==> src/rtl/piso.sv <==
// Parallel-in serial-out converter: takes one packed word of depth_p elements
// and streams them out element 0 first over a width_p-bit ready/valid link.
module piso #(
   parameter int width_p = 8,
   parameter int depth_p = 128
) (
   input  logic                       clk_i,
   input  logic                       reset_ni,
   input  logic                       valid_i,
   input  logic [width_p*depth_p-1:0] data_i,
   output logic                       ready_o,
   output logic                       valid_o,
   output logic [width_p-1:0]         data_o,
   output logic                       last_o,
   input  logic                       ready_i
);

   localparam int cnt_w_lp = $clog2(depth_p);
   localparam logic [cnt_w_lp-1:0] cnt_last_lp = cnt_w_lp'(depth_p - 1);

   typedef enum logic {IDLE, SEND} state_e;

   state_e                       state_r, state_n;
   logic [cnt_w_lp-1:0]          cnt_r, cnt_n;
   logic [width_p*depth_p-1:0]   shift_r;
   logic                         load;
   logic                         xfer;
   logic                         at_last;

   assign at_last = (cnt_r == cnt_last_lp);

   always_comb begin
      state_n = state_r;
      cnt_n   = cnt_r;
      load    = 1'b0;
      xfer    = 1'b0;
      case (state_r)
         IDLE: begin
            if (valid_i) begin
               load    = 1'b1;
               cnt_n   = '0;
               state_n = SEND;
            end
         end
         SEND: begin
            if (ready_i) begin
               xfer = 1'b1;
               if (at_last) begin
                  cnt_n   = '0;
                  state_n = IDLE;
               end else begin
                  cnt_n = cnt_r + 1'b1;
               end
            end
         end
         default: begin
            state_n = IDLE;
            cnt_n   = '0;
         end
      endcase
   end

   always_ff @(posedge clk_i or negedge reset_ni) begin
      if (!reset_ni) begin
         state_r <= IDLE;
         cnt_r   <= '0;
      end else begin
         state_r <= state_n;
         cnt_r   <= cnt_n;
      end
   end

   // Data path carries no reset; data_o is only meaningful while valid_o is high.
   always_ff @(posedge clk_i) begin
      if (load) begin
         shift_r <= data_i;
      end else if (xfer && !at_last) begin
         shift_r <= shift_r >> width_p;
      end
   end

   assign ready_o = (state_r == IDLE);
   assign valid_o = (state_r == SEND);
   assign last_o  = (state_r == SEND) && at_last;
   assign data_o  = shift_r[width_p-1:0];

endmodule

==> config.mk <==
export PLATFORM = sky130hd
export DESIGN_NAME = piso
export DESIGN_NICKNAME = d
export VERILOG_FILES = /design/src/rtl/piso.sv
export SDC_FILE = /design/constraint.sdc
export NUM_CORES = 2
export LEC_CHECK = 0
export BUFFER_PORTS_ARGS = -buffer_cell sky130_fd_sc_hd__buf_2
export CORE_AREA = 2 2 410 412
export CTS_CLUSTER_SIZE = 14
export DETAILED_ROUTE_END_ITERATION = 10
export DIE_AREA = 0 0 412 414
export GPL_ROUTABILITY_DRIVEN = 1
export PLACE_DENSITY_LB_ADDON = 0.3
export SYNTH_ARGS = -nofsm -noshare
export SYNTH_HDL_FRONTEND = slang
export SYNTH_SLANG_ARGS = --single-unit
==> constraint.sdc <==
create_clock -name clk_i -period 35.2 [get_ports clk_i]
set_input_delay 5.28 -clock clk_i [delete_from_list [all_inputs] [get_ports clk_i]]
set_output_delay 5.28 -clock clk_i [all_outputs]
set_load 0.05 [all_outputs]
==> results.cfg <==
[logic_synthesis]
synth.area.top_cells = edfxtp_1 70%, nand2_1 26%, buf_2 1.6%
yosysSeqAreaShare_pct = 70.5
syn_avg_cell_area_um2 = 10.1
syn_inst = 4361
ys_ff_latch = 1032
yosysTopAreaCell = edfxtp_1
yosys_warnings = 0
synth_top_area_share_pct = 70.0
synth.net_count = 5390
synth_cell_types = 24
mappedNetlistArea_um2 = 43900

[finish]
regArea_um2 = 30900
fin_cells = 7670
post-route-util_pct = 33.1
multi_input_area_um2 = 11700
drive_gt1_share_pct = 22.9
areaGrowthSynthToFinish_pct = 25.4
final_nets = 6337
num-fill-cells = 17296

[sta]
fin_crit_sh_pct = 28.0
finalHoldViolCount = 0
post-route-min-period_ns = 9.85
slew_violations = 0
worst_pin_slew_ns = 1.37
setup_violations = 0
tns_ns = 0
finClkSkew_ns = 0.0347
max_freq_mhz = 101
slew-limit-headroom_pct = 8.97
grt_setup_unrepaired = false

[cts]
cts_resized = 0
cts.path.max_buffers = 3
root_buffer = clkbuf_16
cts_sinks = 1032
cts-buffers-inserted = 117
postCtsSetupBuffers = 0
h-tree-depth = 3
clock_latency_ns = 0.76
cts_tree = yes
clk_pin_slew_ns = 0.06
cts_hold_buf = 0

[routing]
drtPass1Iterations = 7
routed_wirelength_um = 146000
vias = 32904
first_iter_violations = 2822
wl_per_cell_um = 19.0
routed_via_density = 4.29
route.antenna.remaining_nets = 0
drc = 0

[critical_path]
crit_buf_inv = 5
critPathArrivalTime_ns = 10.22
end_kind = flop
crit_chain = buf_2, nand2b_4, nand2_4, buf_12, buf_4, buf_12, buf_4
crit_family = buffers and inverters
critPathSlowestCell = nand2_4
slowest_delay_ns = 0.92
required_ns = 35.57
cp_max_fo = 175
criticalPathCategory = in2reg
critPathLaunchType = primary input

[die]
num_rows = 150
die_w_um = 412
die_h_um = 414
dieArea_um2 = 171000
core_area_um2 = 166000
ios = 1039
start_util_pct = 26.4

[global_routing]
grt_usage_pct = 16.4
top_usage_layer = met2
grtUsageMet2_pct = 27.6
met1_usage_pct = 18.9
grt_max_degree = 236
antenna_found_initial = 116
grt-ovfl-total = 0
use_met3_pct = 4.81
grt_pass1_vias = 32227
grt_pass1_wl_um = 205000

[pwr]
power.density_nw_per_um2 = 52.6
leakagePower_nw = 24.9
peakVddDrop_uv = 40.0

[run_status]
status = finished, final reports clean

[placement]
dp_cells = 7393
gp_congestion = 0.880
dpl.hpwl_um = 103000
portBuffers = 1038

[flow_run]
maxCapViolations = 0

[worst_hold_path]
hold_path_class = reg2reg
-- cell usage in the layout, fill, tap and decap left out, types with 2 or more instances in the layout --
master and n:
a21oi_1 2, and2_1 8, buf_12 9, buf_2 1038
buf_4 16, bufinv_16 17, clkbuf_1 22, clkbuf_16 120
clkinv_1 20, clkinv_2 19, clkinv_4 3, clkinvlp_4 7
dfrtp_1 8, diode_2 61, edfxtp_1 1024, inv_1 3
inv_6 5, mux2i_1 3, nand2_1 3056, nand3_1 3
o21ai_0 5
-- worst paths after layout --
path	from	end	slack (ns)	depth (start not counted)
setup / recovery	valid_i	shift_r[469]	25.35	7
hold / removal	shift_r[601]	shift_r[593]	0.49	2
setup reg to reg	valid_o	shift_r[469]	29.41	6
hold reg to reg	shift_r[601]	shift_r[593]	0.49	2
max in group asynchronous	reset_ni	cnt_r[1]	30.64	1
min in group asynchronous	reset_ni	cnt_r[4]	4.38	1
-- registers in the layout, indices dropped and copies added, names as in the netlist --
register	flops
shift_r	1024
valid_o	1
cnt_r	7
-- layout make-up --
cell class	count	area share (%)
Tap cell	2204	5.01
Inverter	3	0.0205
Timing Repair Buffer	1063	9.98
Clock inverter	74	1.57
Sequential cell	1032	56.2
Multi-Input combinational cell	3091	21.3
Clock buffer	142	5.61
Antenna cell	61	0.277
-- where the power goes --
part / leakage [nW] / switching (mW) / internal (mW)
clock: 1.91 / 0.527 / 0.748
combinational: 12.8 / 0.0909 / 0.0674
sequential: 10.1 / 0.0257 / 1.43
total: 24.9 / 0.644 / 2.25
-- layer usage --
metal | vias to the layer above | wire length, um | share of wire [%]
met5 | - | 550 | 0.38
met2 | 1015 | 71300 | 49
li1 | 16013 | - | -
met4 | 94 | 6670 | 4.6
met1 | 15421 | 57000 | 39
met3 | 361 | 10400 | 7.1
-- synth_stat cells (all sizes together) --
master	n
a21oi	2
a22o	1
and2	9
buf	191
clkbuf	44
dfrtp	8
edfxtp	1024
ha	1
inv	3
mux2i	3
nand2	3057
nand2b	1
nand3	3
nand4	1
nor2b	2
nor3	1
o211ai	1
o21ai	5
o31a	1
o32a	1
or4	1
xor2	1
-- through the flow --
stage               total power [mW]  hold slack [ns]  worst slack (ns)  cell area, um2
floorplan                       1.61            0.446              5.91           43900
global placement                1.64            0.471             24.48           50900
detailed placement              1.65            0.482             24.46           50900
CTS                             2.93            0.489             25.31           54900
global route                    3.00            0.517             24.95           55000
finish                          2.89            0.490             25.35           55000
-- tightest hold or removal path: stages (launching register included) --
cell	delay [ns]
edfxtp_1	0.32
nand2_1	0.04
nand2_1	0.05
-- cell families (layout without fill, tap and decap cells) --
kind of cell / Yosys count / after routing / share of synthesized area (%)
and+or+nand+nor: 3075 / 3075 / 26.4
DFF: 1032 / 1032 / 70.5
buffers and inverters: 238 / 1282 / 2.85
AOI/OAI and AO/OA: 11 / 11 / 0.160
muxes: 3 / 3 / 0.0684
adders and majority gates: 1 / 1 / 0.0285
xor gates and xnor gates: 1 / 1 / 0.0200
other: 0 / 61 / 0
No activity file was read; power rests on OpenSTA's default activity.
